## config.mk

```make
export PLATFORM = sky130hd
export DESIGN_NAME = pong_game_ctrl
export DESIGN_NICKNAME = d
export VERILOG_FILES = /design/src/rtl/pong_game_ctrl.sv
export SDC_FILE = /design/constraint.sdc
export NUM_CORES = 1
export LEC_CHECK = 0
export CAP_MARGIN = 40
export CORE_ASPECT_RATIO = 1.1
export CORE_MARGIN = 4
export CORE_UTILIZATION = 40
export CTS_BUF_LIST = sky130_fd_sc_hd__clkbuf_8
export CTS_CLUSTER_DIAMETER = 40
export DETAILED_ROUTE_END_ITERATION = 6
export GPL_ROUTABILITY_DRIVEN = 0
export PLACE_DENSITY = 0.57
export SETUP_SLACK_MARGIN = 0.4
export SYNTH_ARGS = -nofsm -noshare
export SYNTH_HDL_FRONTEND = slang
export SYNTH_SLANG_ARGS = --single-unit
```

## constraint.sdc

```tcl
create_clock -name clk -period 4.17 [get_ports clk]
set_input_delay 0.6255 -clock clk [delete_from_list [all_inputs] [get_ports clk]]
set_output_delay 0.6255 -clock clk [all_outputs]
set_load 0.005 [all_outputs]
```

## src/rtl/pong_game_ctrl.sv

```systemverilog
// Pong game controller: one update per frame tick.
// Sequences serve, play, miss and game-over, and owns the ball, the bar,
// the lives and the score. All outputs come straight from flops.
module pong_game_ctrl #(
    parameter int BALL_V       = 2,
    parameter int BAR_V        = 4,
    parameter int BAR_H        = 72,
    parameter int BALL_SIZE    = 8,
    parameter int WALL_R       = 35,
    parameter int BAR_XL       = 600,
    parameter int SERVE_FRAMES = 60,
    parameter int LIVES_INIT   = 3
) (
    input  logic       clk,
    input  logic       reset,
    input  logic       refr_tick,
    input  logic       start,
    input  logic       btn_up,
    input  logic       btn_down,
    output logic [9:0] ball_x,
    output logic [9:0] ball_y,
    output logic [9:0] bar_top,
    output logic       ball_visible,
    output logic [1:0] lives,
    output logic [7:0] score,
    output logic       game_over
);

    typedef enum logic [2:0] {IDLE, SERVE, PLAY, MISS, OVER} state_t;

    localparam int CNT_W = $clog2(SERVE_FRAMES + 1);

    // Comparisons run one bit wider than the screen coordinates so that
    // edge + size + step sums never wrap.
    localparam logic [10:0] BALLV  = 11'(BALL_V);
    localparam logic [10:0] BARV   = 11'(BAR_V);
    localparam logic [10:0] BARH   = 11'(BAR_H);
    localparam logic [10:0] BSIZE  = 11'(BALL_SIZE);
    localparam logic [10:0] WALLR  = 11'(WALL_R);
    localparam logic [10:0] BARXL  = 11'(BAR_XL);
    localparam logic [10:0] XLIM   = 11'(640 - BALL_SIZE);
    localparam logic [10:0] YMAX   = 11'd479;

    localparam logic [9:0] BALL_STEP = 10'(BALL_V);
    localparam logic [9:0] BAR_STEP  = 10'(BAR_V);
    localparam logic [9:0] BAR_LOW   = 10'(480 - BAR_H);
    localparam logic [9:0] X_INIT    = 10'd580;
    localparam logic [9:0] Y_INIT    = 10'd238;
    localparam logic [9:0] BAR_INIT  = 10'd204;
    localparam logic [1:0] LIVES_RST = 2'(LIVES_INIT);
    localparam logic [CNT_W-1:0] SERVE_LAST = CNT_W'(SERVE_FRAMES - 1);

    state_t           state;
    logic             dirRight;
    logic             dirDown;
    logic [CNT_W-1:0] serveCnt;

    logic [10:0] bx, by, bt;
    logic [9:0]  xNext, yNext, barNext;
    logic        dirRightNext, dirDownNext;
    logic        hit, miss;
    logic        enterServe;

    assign bx = {1'b0, ball_x};
    assign by = {1'b0, ball_y};
    assign bt = {1'b0, bar_top};

    // Serve positions are loaded whenever a new rally begins: from IDLE or
    // OVER on start, or after a miss that still leaves a life.
    assign enterServe = (start && (state == IDLE || state == OVER)) ||
                        (state == MISS && lives != 2'd1);

    // Next ball position and direction for a play tick; x and y are
    // evaluated independently from the current registers.
    always_comb begin
        xNext        = ball_x;
        yNext        = ball_y;
        dirRightNext = dirRight;
        dirDownNext  = dirDown;
        hit          = 1'b0;
        miss         = 1'b0;
        if (!dirRight) begin
            if (bx < WALLR + 11'd1 + BALLV) begin
                dirRightNext = 1'b1;
                xNext        = ball_x + BALL_STEP;
            end else begin
                xNext = ball_x - BALL_STEP;
            end
        end else if ((bx + BSIZE - 11'd1 < BARXL) &&
                     (bx + BSIZE - 11'd1 + BALLV >= BARXL) &&
                     (by + BSIZE - 11'd1 >= bt) &&
                     (by <= bt + BARH - 11'd1)) begin
            hit          = 1'b1;
            dirRightNext = 1'b0;
            xNext        = ball_x - BALL_STEP;
        end else if (bx + BALLV > XLIM) begin
            miss = 1'b1;
        end else begin
            xNext = ball_x + BALL_STEP;
        end
        if (!dirDown) begin
            if (by < BALLV) begin
                dirDownNext = 1'b1;
                yNext       = ball_y + BALL_STEP;
            end else begin
                yNext = ball_y - BALL_STEP;
            end
        end else if (by + BSIZE - 11'd1 + BALLV > YMAX) begin
            dirDownNext = 1'b0;
            yNext       = ball_y - BALL_STEP;
        end else begin
            yNext = ball_y + BALL_STEP;
        end
    end

    // Next bar position, clamped to the screen; both buttons cancel out.
    always_comb begin
        barNext = bar_top;
        if (btn_up && !btn_down) begin
            barNext = (bt >= BARV) ? bar_top - BAR_STEP : 10'd0;
        end else if (btn_down && !btn_up) begin
            barNext = (bt + BARH - 11'd1 + BARV <= YMAX) ? bar_top + BAR_STEP : BAR_LOW;
        end
    end

    // Game state machine and all registered game objects.
    always_ff @(posedge clk or posedge reset) begin
        if (reset) begin
            state        <= IDLE;
            ball_x       <= X_INIT;
            ball_y       <= Y_INIT;
            dirRight     <= 1'b0;
            dirDown      <= 1'b1;
            bar_top      <= BAR_INIT;
            ball_visible <= 1'b0;
            lives        <= LIVES_RST;
            score        <= 8'd0;
            game_over    <= 1'b0;
            serveCnt     <= '0;
        end else begin
            case (state)
                IDLE: begin
                    if (start) state <= SERVE;
                end
                SERVE: begin
                    if (refr_tick) begin
                        bar_top  <= barNext;
                        serveCnt <= serveCnt + 1'b1;
                        if (serveCnt == SERVE_LAST) state <= PLAY;
                    end
                end
                PLAY: begin
                    if (refr_tick) begin
                        bar_top <= barNext;
                        if (miss) begin
                            state        <= MISS;
                            ball_visible <= 1'b0;
                        end else begin
                            ball_x   <= xNext;
                            ball_y   <= yNext;
                            dirRight <= dirRightNext;
                            dirDown  <= dirDownNext;
                            if (hit && score != 8'hFF) score <= score + 8'd1;
                        end
                    end
                end
                MISS: begin
                    if (lives == 2'd1) begin
                        lives     <= 2'd0;
                        game_over <= 1'b1;
                        state     <= OVER;
                    end else begin
                        lives <= lives - 2'd1;
                        state <= SERVE;
                    end
                end
                OVER: begin
                    if (start) begin
                        lives     <= LIVES_RST;
                        score     <= 8'd0;
                        game_over <= 1'b0;
                        state     <= SERVE;
                    end
                end
                default: state <= IDLE;
            endcase
            if (enterServe) begin
                ball_x       <= X_INIT;
                ball_y       <= Y_INIT;
                dirRight     <= 1'b0;
                dirDown      <= 1'b1;
                ball_visible <= 1'b1;
                serveCnt     <= '0;
            end
        end
    end

endmodule

```

==> results.toml, run 1 <==
[setup_path]
start_kind = "flop"
crit_buf_inv = 2
worstPathRequired_ps = 4370
end_kind = "flop"
cp_top_family = "compound AO/OA/AOI/OAI gates"
crit_path_max_fanout = 10
critPathKind = "reg -> reg"
arrival_ps = 3760
slowest_stage = "dfstp_2"
max_stage_delay_ps = 640
crit_path_cell_trace = "ha_1, nand3_1, a21oi_1, xnor2_1, inv_1, ha_1, o21a_1, o21a_1, o211ai_1, o211a_1, o211ai_4, a311oi_4, buf_4, nand4_1, o21ai_0, a2bb2oi_1"

[yosys]
synth-seq-cells = 49
syn_area_um2 = 4880
synth_edf_count = 0
async_flop_share_pct = 100
synth_cells = 612
synth.avg_cell_area_um2 = 7.98
synthDistinctLibCells = 77
synth_top_flop_cell = "dfrtp_1"
synth_warnings = 0
seq_area_frac_synth_pct = 25.5

[timing]
tightestPinTransition_ps = 699
grt_setup_unrepaired = "no"
tns_ps = 0
slew_viol_final = 0
period_needed_ps = 3560
clock.fmax_mhz = 281
setup_violations = 0
finalHoldViolations = 0
fin_crit_sh_pct = 85.3
slew_headroom_pct = 52.7
fin_skew_ps = 6.11

[routing]
firstDrtPassIters = 5
remaining_drc_errors = 0
wl_mm = 13.4
ant_nets = 0
avgRoutedWirePerCell_um = 16.9
drtIter0Drc = 371
routed_via_density = 5.99
via_count = 4751

[finish]
layout_commonest_cell = "nor2_1"
final_cell_mix = "nor2_1, nand2_1, o21ai_0"
diodes = 0
stdcell_area_um2 = 5610
final_layout_size_suffix_gt1_share_pct = 11.1
final_net_count = 679
area_growth_pct = 14.9

[flow_run]
max-cap-violations = 0

[placed_design]
numPortBuffers = 43
dpl_cell_area_um2 = 5410
hpwl_mm = 9.85

[floorplanning]
dieHeight_um = 124
coreArea_um2 = 12000
die_area_um2 = 14000
die_width_um = 113
io_pins = 48
start_util_pct = 40.8
rows = 42

[clocking]
h-tree-depth = 2
clk_pin_slew_ps = 90
cts_tree = "yes"
cts_buffers = 5
cts.sinks = 49
clk_latency_ps = 310
cts-root-buf = "clkbuf_8"
cts.hold.buffers_added = 0
clk_path_buf_depth = 2

[global_route]
grt_pass1_vias = 4462
grt_pass1_wl_mm = 21.6
antenna_found_initial = 0
grt-ovfl-total = 0
grt_max_degree = 33
grt_use_total_pct = 18.7

[power]
pwr_density_cell_nw_per_um2 = 360
p_leak_nw = 2.29
ir_drop_mv = 0.262

[status]
status = "finished clean"

[hold_path]
hold_path.class = "reg -> reg"
## repair_timing
| item | 4_1_cts | 5_1_grt |
|---|---|---|
| buffers inserted | 0 | 5 |
| setup endpoints to repair | 0 | 23 |
| gates resized for setup | 0 | 7 |
## layout make-up
cell class | count | area [µm²]
tap | 154 | 193
clock inverter | 3 | 65.1
inverter | 35 | 131
multi-input combinational | 484 | 3300
clock buffer | 5 | 68.8
sequential | 49 | 1250
timing repair buffer | 63 | 597
fill | 1179 | 6370
## metal layers
metal  track usage (%)  part of all wire [%]  up-vias
met5                 0                     0        -
met3              2.53                   3.8       15
met4              5.71                   1.6        0
met2              34.2                    50      115
li1                  -                     -     2284
met1              22.9                    45     2337
## per-stage QoR
step / setup slack [ps] / power, W / cells / utilization (%) / hold slack [ps]
2_1_floorplan: 470 / 0.00132 / 615 / - / 453
3_3_place_gp: 557 / 0.00158 / 779 / 44.9 / 468
3_5_place_dp: 438 / 0.00160 / 780 / 45.1 / 470
4_1_cts: 421 / 0.00202 / 788 / 46.2 / 501
5_1_grt: 414 / 0.00218 / 793 / 46.8 / 537
6_report: 612 / 0.00202 / 793 / 46.8 / 490
## where the power goes
group / internal [W] / switching [W] / leakage, nW / total, W
clock: 0.000238 / 0.000168 / 0.0681 / 0.000406
sequential: 0.000551 / 0.000123 / 0.600 / 0.000674
combinational: 0.000425 / 0.000516 / 1.62 / 0.000941
total: 0.00121 / 0.000807 / 2.29 / 0.00202
## worst paths after layout
| path | from | end | slack (ps) | depth (start not counted) |
|---|---|---|---|---|
| min in group asynchronous | reset | ball_visible | 610 | 2 |
| max | bar_top[2] | score[7] | 610 | 16 |
| min | ball_visible | ball_visible | 490 | 1 |
| max in group asynchronous | reset | bar_top[6] | 2980 | 3 |
| min reg2reg | ball_visible | ball_visible | 490 | 1 |
| max reg2reg | bar_top[2] | score[7] | 610 | 16 |
## cell usage after synthesis, types with 3 or more instances
cell / n / share of area [%]
o21ai_2: 3 / 0.54
buf_4: 9 / 1.4
inv_1: 33 / 2.5
clkbuf_1: 21 / 1.6
and4_1: 3 / 0.54
o21a_1: 7 / 1.1
dfrtp_1: 33 / 17
nand3_1: 25 / 2.6
nor3_1: 16 / 1.6
a22oi_1: 4 / 0.61
o21ai_0: 44 / 4.5
buf_2: 16 / 1.6
o211ai_1: 15 / 2.3
nand3b_1: 3 / 0.46
a311oi_1: 6 / 1.1
mux2_2: 4 / 0.92
xnor2_1: 23 / 4.1
o22ai_1: 4 / 0.51
a211oi_1: 3 / 0.46
nor2_1: 52 / 4.0
and2_1: 6 / 0.77
nand4_1: 15 / 1.9
o22a_1: 3 / 0.54
or4_1: 3 / 0.46
nor3b_1: 3 / 0.46
dfstp_2: 16 / 8.6
o211a_1: 3 / 0.61
a21oi_1: 30 / 3.1
nand2_1: 47 / 3.6
nand4b_1: 4 / 0.72
or3_1: 15 / 1.9
and3_1: 7 / 0.90
xor2_1: 7 / 1.3
nor4_1: 5 / 0.64
a21o_1: 7 / 1.1
nor2b_1: 6 / 0.77
nor4b_1: 4 / 0.72
ha_1: 35 / 9.0
a31oi_1: 9 / 1.2
nand2b_1: 3 / 0.38
o2111ai_1: 3 / 0.54
mux2i_1: 12 / 2.5
## state kept, by name, summed over array words and instances, names as in the netlist, 2 cells and up
signal,flops
bar_top,8
lives,2
state,3
score,8
ball_y,9
serveCnt,6
ball_x,9
## worst reg2reg max path: stages (launching register included)
cell	delay, ps
dfstp_2	640
ha_1	220
nand3_1	90
a21oi_1	190
xnor2_1	190
inv_1	70
ha_1	290
o21a_1	100
o21a_1	160
o211ai_1	180
o211a_1	220
o211ai_4	140
a311oi_4	290
buf_4	200
nand4_1	170
o21ai_0	200
a2bb2oi_1	90
## kinds of logic after synthesis
logic type	count (synthesis)	synth area share (%)
xor gates and xnor gates	30	5.38
other	1	0.0768
adders and majority gates	35	8.97
DFF	49	25.5
and+or+nand+nor	227	24.3
muxes	17	3.69
AOI/OAI and AO/OA	171	24.5
buffers and inverters	82	7.56
(Power assumes the default switching activity.)
==> run 2: changes to the inputs <==
--- a/config.mk
+++ b/config.mk
@@ -7,7 +7,6 @@
 export LEC_CHECK = 0
 export CAP_MARGIN = 40
 export CORE_ASPECT_RATIO = 1.1
-export CORE_MARGIN = 4
 export CORE_UTILIZATION = 40
 export CTS_BUF_LIST = sky130_fd_sc_hd__clkbuf_8
 export CTS_CLUSTER_DIAMETER = 40
==> run 2 against run 1 <==
Effect of this change: global-route usage is 1.8 points higher; sequential share of layout area rose by 0.070 points; utilization rose by 0.99 points; combinational power increased by 2.6%; register-to-register slack worse by 30 ps; clock power is 24% lower; wire length decreased by 3.0%; non-clock buffer count increased by 2; critical path depth unchanged; die area decreased by 9.9%.
==> results.toml, run 2 (synthesis gave the netlist of run 1 again) <==
[status]
status = "finished clean"

[clocking]
clk_path_buf_depth = 2
cts_buffers = 5
cts.sinks = 49
cts_tree = "yes"
h-tree-depth = 2
clk_pin_slew_ps = 100
clk_latency_ps = 320
cts-root-buf = "clkbuf_8"

[setup_path]
r2r-start = "bar_top[3]"
crit_path_end = "ball_y[6]"
rrSetupSlack_ps = 580
arrival_ps = 3810
reg2reg_depth = 16
worstPathRequired_ps = 4390
crit_path_max_fanout = 8
start_kind = "flop"
r2r-end = "ball_y[6]"
end_kind = "flop"
critPathKind = "reg -> reg"
startpoint = "bar_top[3]"

[timing]
fin_crit_sh_pct = 86.0
tns_ps = 0
fin_skew_ps = 15.9
finalWorstSetupSlack_ps = 582
slew_headroom_pct = 38.8
setup_violations = 0
finalHoldViolations = 0
slew_viol_final = 0
period_needed_ps = 3590
grt_setup_unrepaired = "yes"
tightestPinTransition_ps = 915
clock.fmax_mhz = 279

[finish]
layout_commonest_cell = "nor2_1"
stdcell_area_um2 = 5600
fin_cells = 791
final_net_count = 681
reg_top3 = "ball_x x9, ball_y x9"
final_cell_mix = "nor2_1, nand2_1, o21ai_0"
diodes = 0
area_growth_pct = 14.6
final_layout_size_suffix_gt1_share_pct = 11.7

[hold_path]
hold_path.class = "reg -> reg"

[floorplanning]
coreArea_um2 = 11700
die_width_um = 107
rows = 41
io_pins = 48
start_util_pct = 41.8
dieHeight_um = 118
die_area_um2 = 12700

[routing]
avgRoutedWirePerCell_um = 16.4
ant_nets = 0
wl_mm = 13.0
firstDrtPassIters = 5
routed_via_density = 5.89
remaining_drc_errors = 0
drtIter0Drc = 272
via_count = 4660

[placed_design]
numPortBuffers = 43
dpl.cell_count = 776
pre_cts_ws_ps = 399
dpl_cell_area_um2 = 5400
hpwl_mm = 9.55

[global_route]
grt_max_degree = 31
antenna_found_initial = 0
grt_use_total_pct = 20.6
grt_pass1_vias = 4392
grt_pass1_wl_mm = 21.2
grt-ovfl-total = 0

[power]
ir_drop_mv = 0.284
power_w = 0.00194
p_leak_nw = 2.28
pwr_density_cell_nw_per_um2 = 348

[flow_run]
max-cap-violations = 0
run 2: final cells by class:
type	count	area, µm²
Fill cell	1172	6100
Multi-Input combinational cell	484	3310
Sequential cell	49	1250
Timing Repair Buffer	65	613
Tap cell	150	188
Inverter	35	131
Clock buffer	6	82.6
Clock inverter	2	17.5
run 2: where the power goes:
part           internal, W  total, W  leakage [nW]  switching [W]
Clock             0.000138  0.000310        0.0518       0.000172
Sequential        0.000551  0.000669         0.600       0.000118
Combinational     0.000436  0.000965          1.63       0.000529
run 2: through the flow:
step / utilization (%) / hold slack (ps)
final: 47.8 / 495
after global routing: 47.8 / 525
after CTS: 47.2 / 497
after detailed placement: 46.2 / 468
after global placement: 46.0 / 464
after floorplan: - / 453
run 2: per-layer routing:
| metal | GRT usage (%) | up-vias | wire length, µm |
|---|---|---|---|
| li1 | - | 2279 | - |
| met2 | 34.9 | 116 | 6360 |
| met5 | 0 | - | 0 |
| met1 | 26.4 | 2248 | 5880 |
| met3 | 2.66 | 17 | 469 |
| met4 | 7.45 | 0 | 265 |
run 2: critical path: stages (launching register included):
cell      delay (ps)
dfstp_2          630
ha_1             210
nand3_1           80
a21oi_1          190
xnor2_1          180
inv_1             80
ha_1             300
o21a_1           110
o21a_1           160
o211ai_1         220
o211a_1          240
o211ai_4         140
a21boi_4         260
nand2b_2         250
buf_4            170
nor2_1            50
a311oi_1         230
run 2: worst min path at each step:
| stage | start | to | cells after the start |
|---|---|---|---|
| floorplan | state[2] | state[1] | 1 |
| global placement | ball_visible | ball_visible | 1 |
| detailed placement | ball_visible | ball_visible | 1 |
| CTS | ball_visible | ball_visible | 1 |
| global route | ball_visible | ball_visible | 1 |
| finish | ball_visible | ball_visible | 1 |
run 2: timing repair:
item / 4_1_cts / 5_1_grt
pin swaps: 1 / 1
hold endpoints to repair: 0 / 0
gates resized for setup: 1 / 9
cloned: 0 / 0
setup endpoints to repair: 2 / 22
hold buffers: 0 / 0
setup buffers: 2 / 5
==> run 3: changes to the inputs <==
--- a/config.mk
+++ b/config.mk
@@ -9,10 +9,11 @@
 export CORE_ASPECT_RATIO = 1.1
 export CORE_UTILIZATION = 40
 export CTS_BUF_LIST = sky130_fd_sc_hd__clkbuf_8
-export CTS_CLUSTER_DIAMETER = 40
+export CTS_CLUSTER_DIAMETER = 120
 export DETAILED_ROUTE_END_ITERATION = 6
+export DONT_BUFFER_PORTS = 1
 export GPL_ROUTABILITY_DRIVEN = 0
-export PLACE_DENSITY = 0.57
+export PLACE_DENSITY = 0.52
 export SETUP_SLACK_MARGIN = 0.4
 export SYNTH_ARGS = -nofsm -noshare
 export SYNTH_HDL_FRONTEND = slang
==> run 3 against run 2 <==
Effect of this change: clock-buffer cell count down 1; highest routed layer unchanged; sequential power is 2% higher; maximum frequency up 1.2%; setup slack improved by 42 ps; sequential share of layout area is 2.0 points higher; worst hold slack worse by 160 ps; register-to-register slack better by 40 ps.
==> results.toml, run 3 (synthesis gave the netlist of run 1 again) <==
[status]
status = "finished clean"

[setup_path]
rrSetupSlack_ps = 620
crit_path_max_fanout = 8
worstPathRequired_ps = 4410
reg2reg_depth = 15
start_kind = "flop"
arrival_ps = 3790
critPathKind = "reg -> reg"
end_kind = "flop"
r2r-end = "ball_x[3]"
r2r-start = "bar_top[2]"

[finish]
layout_commonest_cell = "nor2_1"
reg_top3 = "ball_x x9, ball_y x9"
area_growth_pct = 5.00
diodes = 0
final_cell_mix = "nor2_1, nand2_1, o21ai_0"
final_net_count = 633
final_layout_size_suffix_gt1_share_pct = 11.6
n_fill_cell = 1192

[floorplanning]
io_pins = 48
start_util_pct = 41.8
die_area_um2 = 12700
dieHeight_um = 118
rows = 41
coreArea_um2 = 11700
die_width_um = 107

[routing]
drtIter0Drc = 339
routed_via_density = 6.01
ant_nets = 0
via_count = 4468
firstDrtPassIters = 4
avgRoutedWirePerCell_um = 17.9
remaining_drc_errors = 0
wl_mm = 13.3

[power]
power_w = 0.00190
ir_drop_mv = 0.261
p_leak_nw = 2.09
pwr_density_cell_nw_per_um2 = 371

[timing]
period_needed_ps = 3550
fin_skew_ps = 13.1
finalHoldViolations = 0
tns_ps = 0
setup_violations = 0
fin_crit_sh_pct = 85.0
tightestPinTransition_ps = 725
slew_headroom_pct = 51.0
grt_setup_unrepaired = "no"
slew_viol_final = 0
clock.fmax_mhz = 282

[clocking]
clk_pin_slew_ps = 110
cts.sinks = 49
h-tree-depth = 2
cts-root-buf = "clkbuf_8"
clk_path_buf_depth = 2
clk_latency_ps = 320
cts_tree = "yes"
cts_buffers = 5

[hold_path]
hold_path.class = "in -> async"

[global_route]
grt_pass1_vias = 4378
grt_pass1_wl_mm = 22.0
grt_max_degree = 50
antenna_found_initial = 0
grt_use_total_pct = 21.4
grt-ovfl-total = 0

[flow_run]
max-cap-violations = 0

[placed_design]
numPortBuffers = 0
hpwl_mm = 9.67
==> run 3: cell count changes in the layout (fill, tap and decap cells not counted), sizes merged <==
cell           change
bufinv             +1
clkbuf             -1
buf                -5
clkdlybuf4s50     -43
==> run 3: routing by layer <==
metal,vias up,global-route usage (%),part of all wire (%)
met2,91,37.1,50
met5,-,0,0
met1,2173,27.2,44
met4,0,5.99,1.5
li1,2190,-,-
met3,14,3.10,4.1
==> run 3: worst max-delay path by stage <==
| stage | end | slack [ps] | start |
|---|---|---|---|
| final | ball_x[3] | 620 | bar_top[2] |
| after global routing | score[7] | 410 | bar_top[2] |
| after detailed placement | score[7] | 380 | ball_y[3] |
| after global placement | score[0] | 500 | ball_y[3] |
| after floorplan | score[7] | 470 | ball_y[1] |
| after CTS | ball_y[4] | 440 | ball_y[3] |
==> run 3: repair_timing <==
action	in CTS	in global routing
pin swaps	1	3
endpoints found under the setup margin	1	22
buffers inserted	1	1
endpoints found under the hold margin	0	0
hold buffers	0	0
resized for setup	0	9
==> run 3: area by class of cell <==
cell class | count | area, µm² | area share, %
timing repair buffer | 17 | 129 | 2.51
clock inverter | 3 | 50.0 | 0.976
sequential | 49 | 1250 | 24.4
inverter | 35 | 131 | 2.56
clock buffer | 5 | 68.8 | 1.34
multi-input combinational | 484 | 3310 | 64.6
tap | 150 | 188 | 3.66
==> run 3: metrics by stage <==
step           setup WS, ps  hold slack, ps  util [%]  area [µm²]  std cells
5_1_grt                 406             358      43.8        5130        743
3_3_place_gp            496             498      42.3        4950        732
3_5_place_dp            382             498      42.4        4950        733
4_1_cts                 436             362      43.4        5080        742
6_report                625             332      43.8        5130        743
2_1_floorplan           470             453         -        4890        615
==> run 3: where the power goes <==
part	internal (W)	leakage [nW]	switching [W]	total (W)
clock network	0.000184	0.0603	0.000184	0.000368
logic	0.000357	1.43	0.000495	0.000851
registers	0.000552	0.600	0.000129	0.000680
total	0.00109	2.09	0.000808	0.00190
==> run 3: critical path, stage by stage, from the launching register on <==
cell and delay [ps]:
dfstp_2 640, ha_1 210, nand3_1 90, a21oi_1 200, xnor2_1 170, inv_1 70
ha_1 300, o21a_1 120, o21a_1 160, o211ai_1 180, o211a_1 230, o211ai_4 130
o21ai_2 250, mux2_2 410, nand2b_1 150, a31oi_1 170
